<file path="config.mk">
export PLATFORM = sky130hd
export DESIGN_NAME = uart_transceiver
export DESIGN_NICKNAME = d
export VERILOG_FILES = /design/src/rtl/uart_pkg.sv /design/src/rtl/uart_baud_tick.sv /design/src/rtl/uart_transceiver.sv
export SDC_FILE = /design/constraint.sdc
export NUM_CORES = 1
export LEC_CHECK = 0
export ABC_AREA = 1
export CORE_MARGIN = 2
export CORE_UTILIZATION = 30
export CTS_BUF_LIST = sky130_fd_sc_hd__clkbuf_16
export CTS_CLUSTER_DIAMETER = 60
export DETAILED_ROUTE_END_ITERATION = 16
export PLACE_DENSITY_LB_ADDON = 0.08
export SLEW_MARGIN = 20
export SYNTH_ARGS = -nofsm -noshare
export SYNTH_HDL_FRONTEND = slang
export SYNTH_SLANG_ARGS = --single-unit
</file>
<file path="constraint.sdc">
create_clock -name MCLK_IN -period 3.9 [get_ports MCLK_IN]
set_clock_uncertainty 0.2 [all_clocks]
set_input_delay 0.78 -clock MCLK_IN [delete_from_list [all_inputs] [get_ports MCLK_IN]]
set_output_delay 0.78 -clock MCLK_IN [all_outputs]
set_load 0.005 [all_outputs]
</file>
<file path="src/rtl/uart_pkg.sv">
// Shared state encodings and frame constants for the UART transceiver.
package uart_pkg;

  localparam int unsigned OVERSAMPLE = 16;
  localparam int unsigned DATA_BITS  = 8;
  localparam int unsigned MID_SAMPLE = 8;

  typedef enum logic [1:0] {
    TxIdle,
    TxStart,
    TxData,
    TxStop
  } tx_state_e;

  typedef enum logic [1:0] {
    RxIdle,
    RxStart,
    RxData,
    RxStop
  } rx_state_e;

endpackage

</file>
<file path="src/rtl/uart_baud_tick.sv">
// Free-running oversample tick generator: one-cycle pulse every BAUD_DIVISOR clocks.
module uart_baud_tick #(
  parameter int unsigned BAUD_DIVISOR = 27
) (
  input  logic MCLK_IN,
  input  logic RESET_IN,
  output logic TICK
);

  localparam int unsigned CntW = (BAUD_DIVISOR > 1) ? $clog2(BAUD_DIVISOR) : 1;
  localparam logic [CntW-1:0] CntMax = CntW'(BAUD_DIVISOR - 1);

  logic [CntW-1:0] cnt_q;

  // Count 0..BAUD_DIVISOR-1 and wrap.
  always_ff @(posedge MCLK_IN or posedge RESET_IN) begin
    if (RESET_IN) begin
      cnt_q <= '0;
    end else if (cnt_q == CntMax) begin
      cnt_q <= '0;
    end else begin
      cnt_q <= cnt_q + 1'b1;
    end
  end

  assign TICK = (cnt_q == CntMax);

endmodule

</file>
<file path="src/rtl/uart_transceiver.sv">
// 8N1 UART with 16x oversampling, independent TX/RX and a receive holding register
// backed by a one-entry shadow so the CPU-visible byte never changes mid-read.
module uart_transceiver
  import uart_pkg::*;
#(
  parameter int unsigned BAUD_DIVISOR = 27
) (
  input  logic       MCLK_IN,
  input  logic       RESET_IN,
  input  logic       UART_SEND_TRIGGER_IN,
  input  logic [7:0] UART_SEND_BYTE_IN,
  output logic       UART_SEND_BUSY,
  input  logic       UART_RECEIVE_CAPTURE_IN,
  output logic       UART_RECEIVED,
  output logic [7:0] UART_RECEIVE_BYTE,
  output logic       UART_OVERRUN,
  input  logic       UART_RXD_IN,
  output logic       UART_TXD
);

  localparam logic [3:0] LastTick = 4'(OVERSAMPLE - 1);
  localparam logic [3:0] MidTick  = 4'(MID_SAMPLE - 1);
  localparam logic [2:0] LastBit  = 3'(DATA_BITS - 1);

  logic tick;

  uart_baud_tick #(
    .BAUD_DIVISOR(BAUD_DIVISOR)
  ) u_baud_tick (
    .MCLK_IN (MCLK_IN),
    .RESET_IN(RESET_IN),
    .TICK    (tick)
  );

  // Synchronisers plus one history flop each for edge detection.
  logic trig_meta_q, trig_sync_q, trig_prev_q;
  logic cap_meta_q, cap_sync_q, cap_prev_q;
  logic rxd_meta_q, rxd_sync_q, rxd_prev_q;

  // Two-flop synchronisers, reset to the idle line levels.
  always_ff @(posedge MCLK_IN or posedge RESET_IN) begin
    if (RESET_IN) begin
      {trig_meta_q, trig_sync_q, trig_prev_q} <= 3'b000;
      {cap_meta_q, cap_sync_q, cap_prev_q}    <= 3'b000;
      {rxd_meta_q, rxd_sync_q, rxd_prev_q}    <= 3'b111;
    end else begin
      {trig_meta_q, trig_sync_q, trig_prev_q} <= {UART_SEND_TRIGGER_IN, trig_meta_q, trig_sync_q};
      {cap_meta_q, cap_sync_q, cap_prev_q}    <= {UART_RECEIVE_CAPTURE_IN, cap_meta_q, cap_sync_q};
      {rxd_meta_q, rxd_sync_q, rxd_prev_q}    <= {UART_RXD_IN, rxd_meta_q, rxd_sync_q};
    end
  end

  logic trig_rise, cap_fall, rxd_fall;
  assign trig_rise = trig_sync_q & ~trig_prev_q;
  assign cap_fall  = ~cap_sync_q & cap_prev_q;
  assign rxd_fall  = ~rxd_sync_q & rxd_prev_q;

  // ---------------------------------------------------------------- transmitter
  tx_state_e  tx_state_q;
  logic [3:0] tx_tick_q;
  logic [2:0] tx_bit_q;
  logic [7:0] tx_shift_q;
  logic       txd_q, busy_q;

  // TX FSM; busy while still in TxIdle means a frame is waiting for the next tick.
  always_ff @(posedge MCLK_IN or posedge RESET_IN) begin
    if (RESET_IN) begin
      tx_state_q <= TxIdle;
      tx_tick_q  <= '0;
      tx_bit_q   <= '0;
      tx_shift_q <= '0;
      txd_q      <= 1'b1;
      busy_q     <= 1'b0;
    end else begin
      unique case (tx_state_q)
        TxIdle: begin
          txd_q <= 1'b1;
          if (!busy_q) begin
            if (trig_rise) begin
              tx_shift_q <= UART_SEND_BYTE_IN;
              busy_q     <= 1'b1;
            end
          end else if (tick) begin
            tx_state_q <= TxStart;
            tx_tick_q  <= '0;
            txd_q      <= 1'b0;
          end
        end
        TxStart: begin
          if (tick) begin
            if (tx_tick_q == LastTick) begin
              tx_state_q <= TxData;
              tx_tick_q  <= '0;
              tx_bit_q   <= '0;
              txd_q      <= tx_shift_q[0];
            end else begin
              tx_tick_q <= tx_tick_q + 1'b1;
            end
          end
        end
        TxData: begin
          if (tick) begin
            if (tx_tick_q == LastTick) begin
              tx_tick_q <= '0;
              if (tx_bit_q == LastBit) begin
                tx_state_q <= TxStop;
                txd_q      <= 1'b1;
              end else begin
                tx_bit_q   <= tx_bit_q + 1'b1;
                tx_shift_q <= tx_shift_q >> 1;
                txd_q      <= tx_shift_q[1];
              end
            end else begin
              tx_tick_q <= tx_tick_q + 1'b1;
            end
          end
        end
        TxStop: begin
          txd_q <= 1'b1;
          if (tick) begin
            if (tx_tick_q == LastTick) begin
              tx_state_q <= TxIdle;
              tx_tick_q  <= '0;
              busy_q     <= 1'b0;
            end else begin
              tx_tick_q <= tx_tick_q + 1'b1;
            end
          end
        end
        default: tx_state_q <= TxIdle;
      endcase
    end
  end

  assign UART_TXD       = txd_q;
  assign UART_SEND_BUSY = busy_q;

  // ------------------------------------------------------------------- receiver
  rx_state_e  rx_state_q;
  logic [3:0] rx_tick_q;
  logic [2:0] rx_bit_q;
  logic [7:0] rx_shift_q;
  logic       rx_done_q;

  // RX FSM; a low stop bit drops back to idle, and re-arming needs a fresh falling edge.
  always_ff @(posedge MCLK_IN or posedge RESET_IN) begin
    if (RESET_IN) begin
      rx_state_q <= RxIdle;
      rx_tick_q  <= '0;
      rx_bit_q   <= '0;
      rx_shift_q <= '0;
      rx_done_q  <= 1'b0;
    end else begin
      rx_done_q <= 1'b0;
      unique case (rx_state_q)
        RxIdle: begin
          if (rxd_fall) begin
            rx_state_q <= RxStart;
            rx_tick_q  <= '0;
          end
        end
        RxStart: begin
          if (tick) begin
            if (rx_tick_q == MidTick) begin
              rx_tick_q  <= '0;
              rx_bit_q   <= '0;
              rx_state_q <= rxd_sync_q ? RxIdle : RxData;
            end else begin
              rx_tick_q <= rx_tick_q + 1'b1;
            end
          end
        end
        RxData: begin
          if (tick) begin
            if (rx_tick_q == LastTick) begin
              rx_tick_q  <= '0;
              rx_shift_q <= {rxd_sync_q, rx_shift_q[7:1]};
              if (rx_bit_q == LastBit) begin
                rx_state_q <= RxStop;
              end else begin
                rx_bit_q <= rx_bit_q + 1'b1;
              end
            end else begin
              rx_tick_q <= rx_tick_q + 1'b1;
            end
          end
        end
        RxStop: begin
          if (tick) begin
            if (rx_tick_q == LastTick) begin
              rx_tick_q  <= '0;
              rx_state_q <= RxIdle;
              rx_done_q  <= rxd_sync_q;
            end else begin
              rx_tick_q <= rx_tick_q + 1'b1;
            end
          end
        end
        default: rx_state_q <= RxIdle;
      endcase
    end
  end

  // ------------------------------------------------------------ holding logic
  logic       received_q, received_d;
  logic       overrun_q, overrun_d;
  logic [7:0] hold_q, hold_d;
  logic       shadow_valid_q, shadow_valid_d;
  logic [7:0] shadow_q, shadow_d;

  // Capture release is applied first so a same-cycle completion sees the freed slot.
  always_comb begin
    received_d     = received_q;
    overrun_d      = overrun_q;
    hold_d         = hold_q;
    shadow_valid_d = shadow_valid_q;
    shadow_d       = shadow_q;
    if (cap_fall) begin
      overrun_d = 1'b0;
      if (shadow_valid_q) begin
        hold_d         = shadow_q;
        received_d     = 1'b1;
        shadow_valid_d = 1'b0;
      end else begin
        received_d = 1'b0;
      end
    end
    if (rx_done_q) begin
      if (cap_sync_q) begin
        if (shadow_valid_d) begin
          overrun_d = 1'b1;
        end else begin
          shadow_d       = rx_shift_q;
          shadow_valid_d = 1'b1;
        end
      end else if (received_d) begin
        overrun_d = 1'b1;
      end else begin
        hold_d     = rx_shift_q;
        received_d = 1'b1;
      end
    end
  end

  // Holding and shadow registers.
  always_ff @(posedge MCLK_IN or posedge RESET_IN) begin
    if (RESET_IN) begin
      received_q     <= 1'b0;
      overrun_q      <= 1'b0;
      hold_q         <= 8'h00;
      shadow_valid_q <= 1'b0;
      shadow_q       <= 8'h00;
    end else begin
      received_q     <= received_d;
      overrun_q      <= overrun_d;
      hold_q         <= hold_d;
      shadow_valid_q <= shadow_valid_d;
      shadow_q       <= shadow_d;
    end
  end

  assign UART_RECEIVED     = received_q;
  assign UART_OVERRUN      = overrun_q;
  assign UART_RECEIVE_BYTE = hold_q;

endmodule

</file>
==> results_dict.tcl, run 1 <==
set metrics [dict create \
    status "completed" \
    grt_max_degree 71 \
    overflow 0 \
    max_slew.worst_pin.slew_ns 0.8904 \
    ctsHtreeMaxLevel 3 \
    p_comb_frac 0.102 \
    cp_slowest_cell "dfstp_2" \
    design_area_um2 4019 \
    post_cts_resized 0 \
    core_um2 10940 \
    ant_nets 0 \
    top_layer "met4" \
    synth_edf_count 0 \
    die_w_um 110.2 \
    diodes 0 \
    reg2regPathDepth 8 \
    ys_types 36 \
    p_leak_nw 1.849 \
    ys_seq_area_frac 0.5190 \
    grt_use_total 0.1231 \
    antenna_found_initial 0 \
    dieArea_um2 12150 \
    crit_arrival_ns 1.36 \
    finalCritPeriodShare 0.6011 \
    worstReg2RegEnd "tx_shift_q[5]$_DFFE_PP0P_" \
    seq_power_share 0.457 \
    p_int_mw 1.242 \
    critical_path.max_stage_delay_ns 0.54 \
    cts_made_buffers 9 \
    cp-start-kind "flip-flop" \
    hold_viol_final 0 \
    io_buffers 24 \
    cp_num_buf_inv 1 \
    rsz0062_at_grt "no" \
    grt_pass1_wl_mm 11.34 \
    drt-met1-wl_mm 3.412 \
    worstReg2RegStart "tx_state_q[0]$_DFFE_PP0P_" \
    first_pass_iters 4 \
    drt_iter0_markers 83 \
    hpwl_mm 4.397 \
    mappedNetlistNets 394 \
    slew_headroom 0.4064 \
    routed_wl_mm 6.461 \
    register_area_um2 1757 \
    cts_hold_buf 0 \
    worstSetupPathType "flip-flop to primary output" \
    fillers 1146 \
    yosys-top-cells-area "dfrtp_1, nand2_1, ha_1, o21ai_2, nand3_1" \
    synth_area_um2 3384 \
    synth.top_cell.area_share 0.4880 \
    p_sw_uw 465.0 \
    grt_pass1_vias 2378 \
    postSynthCellCount 367 \
    report.final.slew_viol_count 0 \
    whs_endpoint "rxd_sync_q$_DFF_PP1_" \
    via_per_inst 4.485 \
    swShare 0.2724 \
    synth_common_cells "nand2_1, dfrtp_1, inv_1" \
    yosysMostFrequentCell "nand2_1" \
    place_area_um2 3745 \
    holdPathStages 0 \
    clk_latency_ns 0.33 \
    rrSetupSlack_ns 1.59 \
    crit_fanout 2 \
    met2WireLength_mm 2.721 \
    clock_sinks 70 \
    ys_ff_latch 70 \
    critical_path.startpoint "UART_TXD$_DFFE_PP1P_" \
    synth.avg_cell_area_um2 9.222 \
    crit_chain "clkdlybuf4s50_1" \
    cp-end-kind "primary output" \
    finalNetCount 422 \
    cts_tree "built" \
    drc_errors 0 \
    io_pins 25 \
    post-cts-setup-buffer-count 0 \
    maxCapViolations 0 \
    area_growth_pct 18.74 \
    tns_ns 0 \
    min_period_ns 2.344 \
    crit_required_ns 2.92 \
    hold_class "flip-flop to flip-flop" \
    gp_congestion 0.7300 \
    initial_core_util 0.3095 \
    ir_drop_uv 228.9 \
    synth_ff_type "dfrtp_1" \
    dr_wl_met3_um 227 \
    drive_gt1_frac 0.1525 \
    report.final.setup_viol 0 \
    critical_path.top_delay_family "flip-flops" \
    cts_root_buffer "clkbuf_16" \
    multiInputGateArea_um2 1405 \
    synth_top_area_cell "dfrtp_1" \
    ys_warn_count 0 \
    vias 2422 \
    max_freq_ghz 0.4266 \
    clk_pin_slew_ns 0.06 \
    synth-async-reset-ratio 1.000 \
    wl_per_cell_um 11.96 \
    rows 38 \
    die_height_um 110.2 \
    clock_tree.buffer_depth 2 \
    min-delay-start "rxd_meta_q$_DFF_PP1_" \
    clkPwrFrac 0.441 \
    p_per_area_nw_per_um2 424.7 \
]
==> per-layer routing <==
layer  GRT usage  vias to the layer above
li1            -                     1246
met1      0.1636                     1131
met2      0.1867                       38
met3     0.03704                        7
met4     0.05089                        0
met5           0                        -
==> registers in the layout, summed over array words and instances (netlist names), 2 cells and up, named ones only <==
register,count
tx_state_q,2
rx_tick_q,4
u_baud_tick.cnt_q,5
rx_shift_q,8
shadow_q,8
tx_shift_q,8
tx_tick_q,4
UART_RECEIVE_BYTE,8
tx_bit_q,3
rx_bit_q,3
==> cell usage in the layout, fill, tap and decap left out, types with 3 or more instances in the layout <==
cell / instances
nand2_1: 101
dfrtp_1: 66
inv_1: 33
nand3_1: 26
clkdlybuf4s50_1: 24
o21ai_1: 23
o21ai_2: 16
ha_1: 14
nor2_1: 9
clkbuf_16: 9
o21ai_0: 8
nand2_2: 7
inv_2: 7
nand4_1: 6
a21oi_1: 6
mux2i_1: 6
dfstp_2: 4
nor2_4: 3
xor2_1: 3
nand2_4: 3
clkinvlp_4: 3
==> cell families after synthesis <==
family,share of synthesized area
mux,0.01775
simple gates,0.2262
flops,0.5190
xor+xnor,0.01035
fa+ha+maj,0.05176
compound gates,0.1091
buf+inv,0.06580
==> power by group through the flow <==
stage | clock network, mW | logic, mW | registers, mW
after floorplan | 0 | 0.133 | 0.787
after CTS | 0.786 | 0.177 | 0.779
after global placement | 0 | 0.176 | 0.792
after global routing | 0.828 | 0.201 | 0.783
after detailed placement | 0 | 0.176 | 0.792
final | 0.753 | 0.175 | 0.779
==> area by class of cell <==
class | count | share of cell area
Clock buffer | 9 | 0.05604
Clock inverter | 7 | 0.01214
Inverter | 42 | 0.03985
Multi-Input combinational cell | 247 | 0.3496
Sequential cell | 70 | 0.4371
Tap cell | 140 | 0.04359
Timing Repair Buffer | 25 | 0.06164
==> stage by stage <==
stage | setup slack [ns] | hold slack (ns) | cells | total power [mW] | util
6_report | 1.556 | 0.1543 | 540 | 1.707 | 0.3675
5_1_grt | 1.325 | 0.1624 | 540 | 1.812 | 0.3675
4_1_cts | 1.535 | 0.1561 | 540 | 1.743 | 0.3675
3_5_place_dp | 1.617 | 0.1373 | 524 | 0.9685 | 0.3424
3_3_place_gp | 1.617 | 0.1322 | 524 | 0.9681 | 0.3424
2_1_floorplan | 1.158 | 0.1312 | 367 | 0.9201 | -
==> worst max-delay path by stage <==
stage / endpoint / slack, ns / cells after the start
after global placement: rx_bit_q[1]$_DFFE_PP0P_ / 1.62 / 3
final: UART_TXD / 1.56 / 1
after global routing: tx_shift_q[5]$_DFFE_PP0P_ / 1.32 / 8
after floorplan: UART_OVERRUN$_DFF_PP0_ / 1.16 / 1
after CTS: UART_TXD / 1.54 / 1
after detailed placement: tx_shift_q[2]$_DFFE_PP0P_ / 1.62 / 8
(Power assumes the default switching activity.)
==> inputs of run 2 (changes only) <==
==> constraint.sdc (replaced) <==
create_clock -name MCLK_IN -period 1.9 [get_ports MCLK_IN]
set_clock_uncertainty 0.2 [all_clocks]
set_input_delay 0.38 -clock MCLK_IN [delete_from_list [all_inputs] [get_ports MCLK_IN]]
set_output_delay 0.38 -clock MCLK_IN [all_outputs]
set_load 0.005 [all_outputs]
==> run 2 against run 1 <==
  * Sequential cell count did not move
  * Sequential power rose by 110%
  * Die area did not move
  * Critical path depth did not move
  * Utilization rose by 2.0 points
  * Non-clock buffer count rose by 14
  * First-iteration DRC count rose by 94%
  * Power rose by 130%
  * Critical endpoint is now UART_SEND_BUSY
  * Highest routed layer unchanged
==> results_dict.tcl, run 2 (same netlist as run 1, synthesis figures left out) <==
set metrics [dict create \
    ant_nets 0 \
    critical_path.top_delay_family "buffers and inverters" \
    cts_hold_buf 0 \
    max_freq_ghz 0.5570 \
    vias 2479 \
    ir_drop_uv 439.7 \
    p_leak_nw 1.961 \
    rows 38 \
    hpwl_mm 4.644 \
    cp-end-kind "primary output" \
    via_per_inst 4.475 \
    final_cell_mix "nand2_1, dfrtp_1, inv_1" \
    worstSetupPathType "flip-flop to primary output" \
    diodes 0 \
    overflow 0 \
    drc_errors 0 \
    min-delay-start "rxd_meta_q$_DFF_PP1_" \
    p_per_area_nw_per_um2 923.0 \
    cts_root_buffer "clkbuf_16" \
    crit_arrival_ns 1.22 \
    placed_cells 537 \
    die_height_um 110.2 \
    design_area_um2 4240 \
    cts_tree "built" \
    drive_gt1_frac 0.1908 \
    critical_path.startpoint "UART_SEND_BUSY$_DFFE_PP0P_" \
    finalWorstSetupSlack_ns 0.1047 \
    cp_num_buf_inv 1 \
    holdWs_ns 0.1551 \
    io_buffers 24 \
    crit_fanout 3 \
    antenna_found_initial 0 \
    report.final.setup_viol 0 \
    status "completed" \
    p_sw_uw 958.1 \
    cp_slowest_cell "clkdlybuf4s50_1" \
    first_pass_iters 4 \
    grt_pass1_wl_mm 11.54 \
    crit_chain "clkdlybuf4s50_1" \
    report.final.slew_viol_count 0 \
    min_period_ns 1.795 \
    total_power_mw 3.914 \
    clock_sinks 70 \
    hold_class "flip-flop to flip-flop" \
    initial_core_util 0.3095 \
    p_comb_frac 0.092 \
    area_growth_pct 25.29 \
    core_um2 10940 \
    clkPwrFrac 0.499 \
    ctsHtreeMaxLevel 3 \
    rrSetupSlack_ns 0.12 \
    die_w_um 110.2 \
    stdcell_count 554 \
    io_pins 25 \
    finalNetCount 436 \
    wl_per_cell_um 11.83 \
    place_ws_ns 0.01406 \
    hold_viol_final 0 \
    seq_power_share 0.409 \
    cts_made_buffers 9 \
    grt_use_total 0.1230 \
    grt_max_degree 49 \
    clk_pin_slew_ns 0.06 \
    crit_required_ns 1.32 \
    place_area_um2 3871 \
    slew_headroom 0.7872 \
    maxCapViolations 0 \
    dieArea_um2 12150 \
    clk_latency_ns 0.33 \
    drt_iter0_markers 161 \
    critical_path.max_stage_delay_ns 0.51 \
    layout_commonest_cell "nand2_1" \
    gp_congestion 0.8043 \
    grt_pass1_vias 2413 \
    max_slew.worst_pin.slew_ns 0.3159 \
    p_int_mw 2.956 \
    clock_tree.buffer_depth 2 \
    cp-start-kind "flip-flop" \
    routed_wl_mm 6.554 \
    rsz0062_at_grt "yes" \
    finalCritPeriodShare 0.9449 \
    swShare 0.2448 \
    worstReg2RegStart "tx_bit_q[0]$_DFFE_PP0P_" \
]
-- run 2: cell types whose count changed in the layout (fill, tap and decap cells not counted), sizes merged --
cell           previous run  this run
dlygate4sd2               0         1
buf                       1        15
clkdlybuf4s50            24        23
bufinv                    0         3
inv                      43        40
-- run 2: final cells by class --
cell class / instances / area (um2)
sequential: 70 / 1757
clock inverter: 7 / 122.6
inverter: 42 / 163.9
fill: 1115 / 6695
tap: 140 / 175.2
clock buffer: 9 / 225.2
timing repair buffer: 39 / 376.6
multi-input combinational: 247 / 1420
-- run 2: path summary, 6_finish.rpt --
check                                       endpoint  cells past startpoint
max in group asynchronous       UART_TXD$_DFFE_PP1P_                      3
min in group asynchronous       cap_prev_q$_DFF_PP0_                      3
min reg2reg                     rxd_sync_q$_DFF_PP1_                      0
min                             rxd_sync_q$_DFF_PP1_                      0
max reg2reg                tx_shift_q[0]$_DFFE_PP0P_                      8
max                                   UART_SEND_BUSY                      1
-- run 2: through the flow --
stage / utilization / setup TNS [ns]
floorplan: - / 0
global placement: 0.3540 / 0
detailed placement: 0.3540 / 0
CTS: 0.3862 / 0
global route: 0.3878 / -0.04054
finish: 0.3878 / 0
-- run 2: what timing repair did --
| item | in CTS | in global routing |
|---|---|---|
| hold endpoints to repair | 0 | 0 |
| gates resized for setup | 2 | 3 |
| buffers inserted | 0 | 1 |
| endpoints found under the setup margin | 2 | 19 |
| pin swaps | 0 | 2 |
-- run 2: layer usage --
| metal | vias up | share of wire | GRT usage | wire (um) |
|---|---|---|---|---|
| met2 | 31 | 0.45 | 0.1889 | 2923 |
| met3 | 10 | 0.027 | 0.02528 | 180 |
| met5 | - | 0 | 0 | 0 |
| li1 | 1274 | - | - | - |
| met1 | 1164 | 0.51 | 0.1688 | 3342 |
| met4 | 0 | 0.016 | 0.05089 | 108 |
-- run 2: power groups by stage --
stage	Sequential, mW	Combinational [mW]	Clock, mW
3_3_place_gp	1.63	0.364	0
2_1_floorplan	1.62	0.274	0
3_5_place_dp	1.63	0.363	0
6_report	1.60	0.359	1.95
5_1_grt	1.61	0.411	2.09
4_1_cts	1.60	0.364	2.02
